$ cat config.mk
export PLATFORM = sky130hd
export DESIGN_NAME = bp_mem_cmd_arbiter_flat
export DESIGN_NICKNAME = d
export VERILOG_FILES = /design/src/rtl/bp_mem_cmd_arbiter_if.sv /design/src/rtl/bp_mem_cmd_arbiter.sv /design/src/flat_wrapper.sv
export SDC_FILE = /design/constraint.sdc
export NUM_CORES = 1
export LEC_CHECK = 0
export CAP_MARGIN = 30
export CORE_AREA = 2 2 257 259
export DETAILED_ROUTE_END_ITERATION = 10
export DIE_AREA = 0 0 259 261
export PLACE_DENSITY_LB_ADDON = 0.1
export SLEW_MARGIN = 20
export SYNTH_ARGS = -nofsm -noshare
export SYNTH_HDL_FRONTEND = slang
export SYNTH_SLANG_ARGS = --single-unit
$ cat constraint.sdc
create_clock -name clk_i -period 5 [get_ports clk_i]
set_clock_uncertainty 0.15 [all_clocks]
set_input_delay 1.25 -clock clk_i [delete_from_list [all_inputs] [get_ports clk_i]]
set_output_delay 1.25 -clock clk_i [all_outputs]
set_load 0.005 [all_outputs]
$ cat src/rtl/bp_mem_cmd_arbiter_if.sv
// Bundle of requester-side and memory-side command/response signals for bp_mem_cmd_arbiter.
// Signal direction suffixes are from the arbiter's point of view (slave modport).
interface bp_mem_cmd_arbiter_if #(
    parameter int unsigned msg_width_p       = 128,
    parameter int unsigned max_outstanding_p = 4
);
    localparam int unsigned cnt_w_lp = $clog2(max_outstanding_p + 1);

    // Requester side
    logic [2*msg_width_p-1:0] req_cmd_i;
    logic [1:0]               req_cmd_v_i;
    logic [1:0]               req_cmd_ready_o;
    logic [msg_width_p-1:0]   req_resp_o;
    logic [1:0]               req_resp_v_o;
    logic [1:0]               req_resp_yumi_i;

    // Memory side
    logic [msg_width_p-1:0]   mem_cmd_o;
    logic                     mem_cmd_v_o;
    logic                     mem_cmd_ready_i;
    logic [msg_width_p-1:0]   mem_resp_i;
    logic                     mem_resp_v_i;
    logic                     mem_resp_yumi_o;

    // Status
    logic [cnt_w_lp-1:0]      outstanding_o;
    logic                     error_o;

    modport slave (
        input  req_cmd_i,
        input  req_cmd_v_i,
        output req_cmd_ready_o,
        output req_resp_o,
        output req_resp_v_o,
        input  req_resp_yumi_i,
        output mem_cmd_o,
        output mem_cmd_v_o,
        input  mem_cmd_ready_i,
        input  mem_resp_i,
        input  mem_resp_v_i,
        output mem_resp_yumi_o,
        output outstanding_o,
        output error_o
    );

    modport master (
        output req_cmd_i,
        output req_cmd_v_i,
        input  req_cmd_ready_o,
        input  req_resp_o,
        input  req_resp_v_o,
        output req_resp_yumi_i,
        input  mem_cmd_o,
        input  mem_cmd_v_o,
        output mem_cmd_ready_i,
        output mem_resp_i,
        output mem_resp_v_i,
        input  mem_resp_yumi_o,
        input  outstanding_o,
        input  error_o
    );
endinterface

$ cat src/rtl/bp_mem_cmd_arbiter.sv
// Two-requester round-robin command arbiter onto one memory port, with an in-order
// source-ID FIFO steering each memory response back to the requester that issued it.
module bp_mem_cmd_arbiter #(
    parameter int unsigned msg_width_p       = 128,
    parameter int unsigned max_outstanding_p = 4
) (
    input  logic                  clk_i,
    input  logic                  reset_n_i,
    bp_mem_cmd_arbiter_if.slave   bus
);
    localparam int unsigned ptr_w_lp = $clog2(max_outstanding_p);
    localparam int unsigned cnt_w_lp = $clog2(max_outstanding_p + 1);
    localparam logic [cnt_w_lp-1:0] full_cnt_lp = cnt_w_lp'(max_outstanding_p);

    // State
    logic                r_fifo [max_outstanding_p];
    logic [ptr_w_lp-1:0] r_wr_ptr;
    logic [ptr_w_lp-1:0] r_rd_ptr;
    logic [cnt_w_lp-1:0] r_count;
    logic                r_rr;
    logic                r_error;

    // Combinational
    logic       w_full;
    logic       w_empty;
    logic       w_gnt;
    logic       w_cmd_v;
    logic       w_cmd_ready;
    logic       w_fire;
    logic       w_head;
    logic       w_resp_v;
    logic [1:0] w_resp_v_vec;
    logic       w_pop;
    logic       w_err;

    // Command path
    always_comb begin
        w_full      = (r_count == full_cnt_lp);
        w_empty     = (r_count == '0);
        // Prefer r_rr; fall back to the other requester when r_rr is idle.
        w_gnt       = bus.req_cmd_v_i[r_rr] ? r_rr : ~r_rr;
        w_cmd_v     = reset_n_i & (|bus.req_cmd_v_i) & ~w_full;
        w_cmd_ready = reset_n_i & bus.mem_cmd_ready_i & ~w_full;
        w_fire      = w_cmd_v & bus.mem_cmd_ready_i;
    end

    assign bus.mem_cmd_v_o     = w_cmd_v;
    assign bus.mem_cmd_o       = w_gnt ? bus.req_cmd_i[2*msg_width_p-1:msg_width_p]
                                       : bus.req_cmd_i[msg_width_p-1:0];
    assign bus.req_cmd_ready_o = w_gnt ? {w_cmd_ready, 1'b0} : {1'b0, w_cmd_ready};

    // Response path
    always_comb begin
        w_head       = r_fifo[r_rd_ptr];
        w_resp_v     = reset_n_i & bus.mem_resp_v_i & ~w_empty;
        w_resp_v_vec = w_head ? {w_resp_v, 1'b0} : {1'b0, w_resp_v};
        w_pop        = bus.req_resp_yumi_i[w_head] & w_resp_v;
        // Orphan response, or a requester consuming something it was never offered.
        w_err        = reset_n_i & ((bus.mem_resp_v_i & w_empty)
                                    | (|(bus.req_resp_yumi_i & ~w_resp_v_vec)));
    end

    assign bus.req_resp_v_o    = w_resp_v_vec;
    assign bus.req_resp_o      = bus.mem_resp_i;
    assign bus.mem_resp_yumi_o = w_pop;
    assign bus.outstanding_o   = r_count;
    assign bus.error_o         = r_error;

    always_ff @(posedge clk_i) begin
        if (!reset_n_i) begin
            for (int i = 0; i < int'(max_outstanding_p); i++) begin
                r_fifo[i] <= 1'b0;
            end
            r_wr_ptr <= '0;
            r_rd_ptr <= '0;
            r_count  <= '0;
            r_rr     <= 1'b0;
            r_error  <= 1'b0;
        end else begin
            if (w_fire) begin
                r_fifo[r_wr_ptr] <= w_gnt;
                r_wr_ptr         <= r_wr_ptr + ptr_w_lp'(1);
                r_rr             <= ~w_gnt;
            end
            if (w_pop) begin
                r_rd_ptr <= r_rd_ptr + ptr_w_lp'(1);
            end
            unique case ({w_fire, w_pop})
                2'b10:   r_count <= r_count + cnt_w_lp'(1);
                2'b01:   r_count <= r_count - cnt_w_lp'(1);
                default: r_count <= r_count;
            endcase
            r_error <= r_error | w_err;
        end
    end

endmodule

$ cat src/flat_wrapper.sv
// flat-port wrapper written by rule: the top's interface ports become plain ports
module bp_mem_cmd_arbiter_flat 
#(
    parameter int unsigned msg_width_p       = 128,
    parameter int unsigned max_outstanding_p = 4
)
  (clk_i, reset_n_i, bus_req_cmd_i, bus_req_cmd_v_i, bus_req_cmd_ready_o, bus_req_resp_o, bus_req_resp_v_o, bus_req_resp_yumi_i, bus_mem_cmd_o, bus_mem_cmd_v_o, bus_mem_cmd_ready_i, bus_mem_resp_i, bus_mem_resp_v_i, bus_mem_resp_yumi_o, bus_outstanding_o, bus_error_o);
  bp_mem_cmd_arbiter_if #(.msg_width_p(msg_width_p), .max_outstanding_p(max_outstanding_p)) bus_i ();
  input  logic clk_i;
  input  logic reset_n_i;
  input wire logic [$bits(bus_i.req_cmd_i)-1:0] bus_req_cmd_i;
  input wire logic [$bits(bus_i.req_cmd_v_i)-1:0] bus_req_cmd_v_i;
  output wire logic [$bits(bus_i.req_cmd_ready_o)-1:0] bus_req_cmd_ready_o;
  output wire logic [$bits(bus_i.req_resp_o)-1:0] bus_req_resp_o;
  output wire logic [$bits(bus_i.req_resp_v_o)-1:0] bus_req_resp_v_o;
  input wire logic [$bits(bus_i.req_resp_yumi_i)-1:0] bus_req_resp_yumi_i;
  output wire logic [$bits(bus_i.mem_cmd_o)-1:0] bus_mem_cmd_o;
  output wire logic [$bits(bus_i.mem_cmd_v_o)-1:0] bus_mem_cmd_v_o;
  input wire logic [$bits(bus_i.mem_cmd_ready_i)-1:0] bus_mem_cmd_ready_i;
  input wire logic [$bits(bus_i.mem_resp_i)-1:0] bus_mem_resp_i;
  input wire logic [$bits(bus_i.mem_resp_v_i)-1:0] bus_mem_resp_v_i;
  output wire logic [$bits(bus_i.mem_resp_yumi_o)-1:0] bus_mem_resp_yumi_o;
  output wire logic [$bits(bus_i.outstanding_o)-1:0] bus_outstanding_o;
  output wire logic [$bits(bus_i.error_o)-1:0] bus_error_o;
  assign bus_i.req_cmd_i = bus_req_cmd_i;
  assign bus_i.req_cmd_v_i = bus_req_cmd_v_i;
  assign bus_req_cmd_ready_o = bus_i.req_cmd_ready_o;
  assign bus_req_resp_o = bus_i.req_resp_o;
  assign bus_req_resp_v_o = bus_i.req_resp_v_o;
  assign bus_i.req_resp_yumi_i = bus_req_resp_yumi_i;
  assign bus_mem_cmd_o = bus_i.mem_cmd_o;
  assign bus_mem_cmd_v_o = bus_i.mem_cmd_v_o;
  assign bus_i.mem_cmd_ready_i = bus_mem_cmd_ready_i;
  assign bus_i.mem_resp_i = bus_mem_resp_i;
  assign bus_i.mem_resp_v_i = bus_mem_resp_v_i;
  assign bus_mem_resp_yumi_o = bus_i.mem_resp_yumi_o;
  assign bus_outstanding_o = bus_i.outstanding_o;
  assign bus_error_o = bus_i.error_o;
  bp_mem_cmd_arbiter #(.msg_width_p(msg_width_p), .max_outstanding_p(max_outstanding_p)) u_core (.clk_i(clk_i), .reset_n_i(reset_n_i), .bus(bus_i));
endmodule
## Yosys cells after proc, flatten, opt, wreduce, memory -nomap -nowiden

Memory sizes are Yosys's and may differ from the RTL's. A register that Yosys moved wholly into a read port is not among the register bits.
Cells that the tools add are included.
W data, S select, Z words.

- RAM bits: 4
- Register bits after elaboration: 9
- Output and inout bits: 266
- Word-level logic and storage cells: 56
- Input bits: 392
- Memories: 1

- Bitwise logic cells: 18
- Reduce and logical (&&, ||, !) cells: 5
- Order comparisons: 2
- Multiplexer cells: 18
- Add/subtract/negate cells: 4
- Equality and inequality tests: 3

Memories:

| name | depth | width | read ports | clocked after memory_dff | wr ports | RTL line | text |
|---|---|---|---|---|---|---|---|
| u_core.r_fifo | 4 | 1 | 1 | 1 | 4 | bp_mem_cmd_arbiter.sv:16 | `logic r_fifo [max_outstanding_p];` |

Operators by type and width:

| kind | count |
|---|---|
| $mux W128 | 1 |
| $mux W1 | 11 |
| $and A1 B1 Y1 | 10 |
| $mux W2 | 5 |
| $pmux W3 S2 | 1 |
| $add A2 B1 Y2 const B | 2 |
| $lt A1 B2 Y1 const B | 2 |
| $not A1 Y1 | 4 |
| $reduce_or A2 Y1 | 2 |
| $add A3 B1 Y3 const B | 1 |
| $eq A3 B3 Y1 const B | 1 |
| $logic_not A3 Y1 | 1 |
| $sub A3 B1 Y3 const B | 1 |
| $and A2 B2 Y2 | 1 |
| $eq A2 B1 Y1 const B | 1 |
| $eq A2 B2 Y1 const B | 1 |
| $not A2 Y2 | 1 |
| $or A1 B1 Y1 | 2 |
| $reduce_bool A2 Y1 | 1 |
| $reduce_or A1 Y1 | 1 |

## Longest topological paths before layout

Gate-level depths: netlist (run 1).

- Depth after elaboration: 10
- Gate-level depth with buffers: 10
- Depth with buffers taken out: 9

## Worst setup path after synthesis (run 1)

Ideal clock, no wire load.

- Kind: input to output
- Start point: in bus_req_cmd_v_i[0]
- End point: out bus_mem_cmd_o[100]
- Data arrival time: 2.262 ns
- Required time: 3.600 ns
- Setup slack: 1.338 ns
- Stages on the path: 5
- Path buffers: 2
- Cells stage by stage: inv_1 -> mux2i_2 -> buf_4 -> buf_4 -> mux2_2

- Cells in the longest elaborated chain, start to end: 4

RTL lines:

| item | RTL line | text |
|---|---|---|
| from (decl) | flat_wrapper.sv:12 | `input wire logic [$bits(bus_i.req_cmd_v_i)-1:0] bus_req_cmd_v_i;` |
| $mux W1 (not written as such) (2 in a row) | bp_mem_cmd_arbiter.sv:41 | `w_gnt = bus.req_cmd_v_i[r_rr] ? r_rr : ~r_rr;` |
| $mux W1 | bp_mem_cmd_arbiter.sv:41 |  |
| $mux W128 | bp_mem_cmd_arbiter.sv:48 | `assign bus.mem_cmd_o = w_gnt ? bus.req_cmd_i[2*msg_width_p-1:msg_width_p]` |
| to (decl) | flat_wrapper.sv:17 | `output wire logic [$bits(bus_i.mem_cmd_o)-1:0] bus_mem_cmd_o;` |

Every way passes these cells. The select of a mux whose other input is x is not followed.

## Final worst setup path (run 1)

- Start point: in bus_req_cmd_v_i[0]
- End point: out bus_mem_cmd_o[60]

Same word-level chain as after synthesis.

==> flow_metrics.tcl, run 1 <==
set metrics [dict create \
    core_sq_mm 0.0650 \
    cts_tree "done" \
    die_w_microns 259 \
    r2r_slack_ns 2.19 \
    cts_made_buffers 3 \
    tightest_slew_ns 0.487 \
    synth_cell_type_count 38 \
    cts_resized 0 \
    netlist_area_sq_mm 0.00325 \
    slew_violations 0 \
    place_inst 1491 \
    ys_async_sr_fraction_pct 0 \
    grt_max_degree 34 \
    layout.nets 1026 \
    combPwrFrac_pct 68.4 \
    placement.io_buffers 401 \
    clock_latency_ns 0.25 \
    fin_crit_sh_pct 96.9 \
    fmax_mhz 207 \
    placementRows 94 \
    root_buffer "clkbuf_16" \
    pin_count 658 \
    routed_via_density 2.44 \
    rsz0062_at_grt "no" \
    drt-pass1-iter-count 4 \
    start_kind "input pin" \
    power_frac_clock_pct 17.3 \
    p_int_w 0.000692 \
    vias 3650 \
    diodes 0 \
    reg2reg_from "u_core.r_fifo[3]$_DFFE_PP_" \
    status "complete, no violations" \
    place_hpwl_microns 18500 \
    synth_flop_cell "dfxtp_1" \
    synth_nets 744 \
    filler_cell_count 7452 \
    wire_per_inst_microns 14.0 \
    seq_area_frac_synth_pct 9.53 \
    finalSetupViolations 0 \
    hold_violations 0 \
    crit_arrival_ns 3.44 \
    post-route-min-period_ns 4.84 \
    syn_inst 350 \
    initial_utilization_pct 5.00 \
    final_antenna_net_count 0 \
    leakagePower_nw 2.52 \
    yosysWarnings 0 \
    first_global_vias 3954 \
    grt_usage_pct 5.49 \
    p_sw_share_pct 25.7 \
    htreeDepth 1 \
    gp_congestion 0.646 \
    timing.rr.end "u_core.bus.outstanding_o[2]$_SDFFE_PN0P_" \
    grt_pass1_wl_microns 27500 \
    stdcell_count 1495 \
    drc 0 \
    fin_util_pct 11.7 \
    ctsHoldBuffers 0 \
    drtIter0Drc 59 \
    critPathLaunch "bus_req_cmd_v_i[0]" \
    reg2reg_depth 9 \
    path_max_fanout 33 \
    min_path_type "flop to flop" \
    routed_wirelength_microns 20900 \
    die_h_microns 261 \
    drive_above_1_share_pct 25.0 \
    antenna_found_initial 0 \
    path_clk_slew_ns 0.05 \
    ys_ff_latch 15 \
    syn_avg_cell_area_sq_um 9.30 \
    grt_overflow 0 \
    fin_total_pwr_w 0.000931 \
    tns_ns 0 \
    synth_edf_count 1 \
    maxCapViolCount 0 \
    post_cts_buffers 0 \
    power_frac_seq_pct 14.3 \
    ir_worst_vdd_mv 0.129 \
    crit_type "input pin to output pin" \
    cts.sinks 15 \
    slew_headroom_pct 67.5 \
    cp-endpoint "bus_mem_cmd_o[60]" \
    syn2layout_area_growth_pct 134 \
    power.switching_w 0.000239 \
    clock_path_buffers 2 \
    worstSetupEndpointType "output pin" \
    die-area_sq_mm 0.0676 \
    cellPowerDensity_mw_per_mm2 122 \
    crit_required_ns 3.60 \
]
[cell usage in the layout (no fill, tap or decap), types with 2 or more instances in the layout]
cell type / Yosys / layout
clkdlybuf4s50_1: 0 / 401
o21a_1: 2 / 2
dfxtp_1: 14 / 14
nand2_1: 8 / 8
nor2b_1: 2 / 2
xnor2_1: 2 / 2
mux2_2: 128 / 128
a21oi_1: 3 / 3
buf_12: 0 / 6
clkbuf_16: 0 / 3
nand3_1: 2 / 2
and2_1: 4 / 4
a21boi_0: 2 / 2
nor2_1: 4 / 4
nor3_1: 2 / 2
o21ai_0: 3 / 3
mux2i_1: 4 / 4
inv_1: 6 / 6
buf_4: 135 / 14
[kinds of logic after synthesis]
family,synth area share (%)
AO/OA/AOI/OAI,4.07
XOR/XNOR,0.808
adder cells (fa/ha/maj),1.00
buffers and inverters,33.2
flip-flops,9.53
multiplexers,46.6
AND/OR/NAND/NOR,4.77
[cell type report]
class,count,area [sq um],share of cell area (%)
clock inverter,1,5.00,0.0658
tap,864,1080,14.2
sequential,15,310,4.08
timing repair buffer,421,4240,55.7
inverter,6,22.5,0.296
clock buffer,3,75.1,0.987
multi-input combinational,185,1870,24.6
[worst max-delay path, cell delays in order]
cell and delay (ns):
clkdlybuf4s50_1 0.53, inv_1 0.10, mux2i_4 0.23, buf_12 0.24, buf_4 0.22, mux2_2 0.34, clkdlybuf4s50_1 0.44
[worst min path at each step]
stage,start,end,slack [ns],cells after the start
6_report,u_core.r_rd_ptr[1]$_SDFFE_PN0P_,u_core.r_rd_ptr[1]$_SDFFE_PN0P_,0.31,1
5_1_grt,u_core.r_fifo[1]$_DFF_P_,u_core.r_fifo[1]$_DFF_P_,0.35,2
4_1_cts,u_core.r_rd_ptr[1]$_SDFFE_PN0P_,u_core.r_rd_ptr[1]$_SDFFE_PN0P_,0.31,1
3_5_place_dp,u_core.r_rd_ptr[1]$_SDFFE_PN0P_,u_core.r_rd_ptr[1]$_SDFFE_PN0P_,0.30,1
3_3_place_gp,u_core.r_rd_ptr[1]$_SDFFE_PN0P_,u_core.r_rd_ptr[1]$_SDFFE_PN0P_,0.30,1
2_1_floorplan,u_core.r_rd_ptr[1]$_SDFFE_PN0P_,flop,0.28,1
[through the flow]
stage | hold slack (ns) | area, sq um | setup WS [ns]
after floorplan | 0.280 | 3250 | 1.34
after global placement | 0.303 | 7530 | 0.101
after detailed placement | 0.305 | 7530 | 0.124
after CTS | 0.313 | 7610 | 0.0869
after global routing | 0.350 | 7610 | 0.0201
final | 0.312 | 7610 | 0.157
[cell usage after synthesis (2+ instances only)]
cell / instances / share of area, %
o21ai_0: 3 / 0.46
mux2i_1: 4 / 1.2
o21a_1: 2 / 0.46
a21oi_1: 3 / 0.46
a21boi_0: 2 / 0.46
nand3_1: 2 / 0.31
mux2_2: 128 / 44
dfxtp_1: 14 / 8.6
buf_4: 135 / 31
nand2_1: 8 / 0.92
and2_1: 4 / 0.77
xnor2_1: 2 / 0.54
nor2b_1: 2 / 0.38
nor3_1: 2 / 0.31
nor2_1: 4 / 0.46
buf_2: 8 / 1.2
inv_1: 6 / 0.69
[layer usage]
layer / wire (microns) / global-route usage [%] / vias to the layer above
met5: 0 / 0 / -
met4: 711 / 1.88 / 0
met3: 3030 / 3.00 / 44
met2: 10600 / 10.3 / 352
met1: 6490 / 4.98 / 1603
li1: - / - / 1651
[power groups by stage]
stage | logic, W | registers, W | clock network [W]
finish | 0.000637 | 0.000133 | 0.000161
global route | 0.000684 | 0.000134 | 0.000175
CTS | 0.000656 | 0.000133 | 0.000169
detailed placement | 0.000650 | 0.000136 | 0
global placement | 0.000661 | 0.000136 | 0
floorplan | 0.000263 | 0.000134 | 0
Power figures use the tool's default switching activity.
==> run 2, diff against run 1 <==
--- a/config.mk
+++ b/config.mk
@@ -6,10 +6,10 @@
 export NUM_CORES = 1
 export LEC_CHECK = 0
 export CAP_MARGIN = 30
-export CORE_AREA = 2 2 257 259
+export CORE_AREA = 2 2 255 257
 export DETAILED_ROUTE_END_ITERATION = 10
-export DIE_AREA = 0 0 259 261
-export PLACE_DENSITY_LB_ADDON = 0.1
+export DIE_AREA = 0 0 257 259
+export PLACE_DENSITY = 0.39
 export SLEW_MARGIN = 20
 export SYNTH_ARGS = -nofsm -noshare
 export SYNTH_HDL_FRONTEND = slang
==> constraint.sdc (replaced) <==
create_clock -name clk_i -period 5.3 [get_ports clk_i]
set_clock_uncertainty 0.15 [all_clocks]
set_input_delay 1.325 -clock clk_i [delete_from_list [all_inputs] [get_ports clk_i]]
set_output_delay 1.325 -clock clk_i [all_outputs]
set_load 0.005 [all_outputs]
==> flow_metrics.tcl, run 2 (synthesis gave the netlist of run 1 again) <==
set metrics [dict create \
    status "complete, no violations" \
    initial_utilization_pct 5.09 \
    final_antenna_net_count 0 \
    r2r_slack_ns 2.50 \
    grt_max_degree 74 \
    die-area_sq_mm 0.0666 \
    grt_pass1_wl_microns 27800 \
    root_buffer "clkbuf_16" \
    drive_above_1_share_pct 23.4 \
    vias 3679 \
    slew_violations 0 \
    first_global_vias 3899 \
    rsz0062_at_grt "no" \
    slew_headroom_pct 66.2 \
    fmax_mhz 201 \
    placement.io_buffers 401 \
    post-route-min-period_ns 4.98 \
    antenna_found_initial 10 \
    min_path_type "flop to flop" \
    routed_wirelength_microns 21700 \
    die_w_microns 257 \
    clock_path_buffers 2 \
    filler_cell_count 7240 \
    pre_cts_ws_ns 0.302 \
    pin_count 658 \
    post_cts_buffers 0 \
    wire_per_inst_microns 14.8 \
    tns_ns 0 \
    core_sq_mm 0.0639 \
    place_hpwl_microns 19800 \
    crit_required_ns 3.83 \
    grt_overflow 0 \
    layout_commonest_cell "clkdlybuf4s50_1" \
    hold_violations 0 \
    crit_type "input pin to output pin" \
    cts_made_buffers 3 \
    drc 0 \
    cellPowerDensity_mw_per_mm2 114 \
    final_cell_mix "400 x clkdlybuf4s50_1, 128 x mux2_2, 14 x dfxtp_1" \
    maxCapViolCount 0 \
    start_kind "input pin" \
    fin_crit_sh_pct 93.9 \
    drt-pass1-iter-count 4 \
    tightest_slew_ns 0.507 \
    layout.nets 1011 \
    die_h_microns 259 \
    htreeDepth 1 \
    gp_congestion 0.818 \
    crit_arrival_ns 3.50 \
    cts_resized 0 \
    cts.sinks 15 \
    path_clk_slew_ns 0.05 \
    drtIter0Drc 70 \
    path_max_fanout 73 \
    ir_worst_vdd_mv 0.0732 \
    routed_via_density 2.50 \
    syn2layout_area_growth_pct 128 \
    worstSetupEndpointType "output pin" \
    grt_usage_pct 5.93 \
    clock_latency_ns 0.25 \
    setup_slack_ns 0.322 \
    leakagePower_nw 2.43 \
    ctsHoldBuffers 0 \
    cts_tree "done" \
    finalSetupViolations 0 \
    placementRows 93 \
]
==> run 2: cell types whose count changed in the layout (fill, tap and decap cells not counted), sizes merged <==
cell,previous run,this run
diode,0,1
clkdlybuf4s50,401,400
buf,20,6
==> run 2: stage by stage <==
stage	instance area (sq um)	utilization [%]	total power [W]	hold WS, ns	std cells
detailed placement	7350	11.5	0.000706	0.304	1467
global route	7430	11.6	0.000894	0.342	1471
finish	7430	11.6	0.000846	0.312	1472
global placement	7350	11.5	0.000710	0.295	1467
CTS	7430	11.6	0.000862	0.319	1471
floorplan	3250	-	0.000374	0.280	350
==> run 2: path summary, 6_finish.rpt <==
path	start	end	cells past startpoint
min reg2reg	u_core.r_rd_ptr[1]$_SDFFE_PN0P_	u_core.r_rd_ptr[1]$_SDFFE_PN0P_	1
min	u_core.r_rd_ptr[1]$_SDFFE_PN0P_	u_core.r_rd_ptr[1]$_SDFFE_PN0P_	1
max reg2reg	flop	u_core.bus.outstanding_o[2]$_SDFFE_PN0P_	9
max	bus_req_cmd_v_i[0]	bus_mem_cmd_o[14]	6
==> run 2: critical path, stage by stage <==
cell and delay, ns:
clkdlybuf4s50_1 0.53, inv_1 0.10, mux2i_4 0.24, buf_12 0.33, mux2_2 0.40, clkdlybuf4s50_1 0.46
==> run 2: cell type report <==
class | count | area [sq um] | share of cell area, %
repair buffers | 406 | 4070 | 54.8
flip-flops and latches | 15 | 310 | 4.18
inverters | 6 | 22.5 | 0.303
clock inverters | 1 | 5.00 | 0.0673
diodes | 1 | 2.50 | 0.0337
well taps | 855 | 1070 | 14.4
multi-input cells | 185 | 1870 | 25.2
clock buffers | 3 | 75.1 | 1.01
==> run 2: power by group <==
part	internal [W]	switching [W]
clock network	0.000101	0.0000481
registers	0.000120	0.00000568
logic	0.000416	0.000156
==> run 2: layer usage <==
metal  global-route usage [%]  share of wire (%)
met1                     4.72                 28
met2                     11.0                 49
met3                     3.34                 15
met4                     3.96                7.6
met5                    0.285                  0
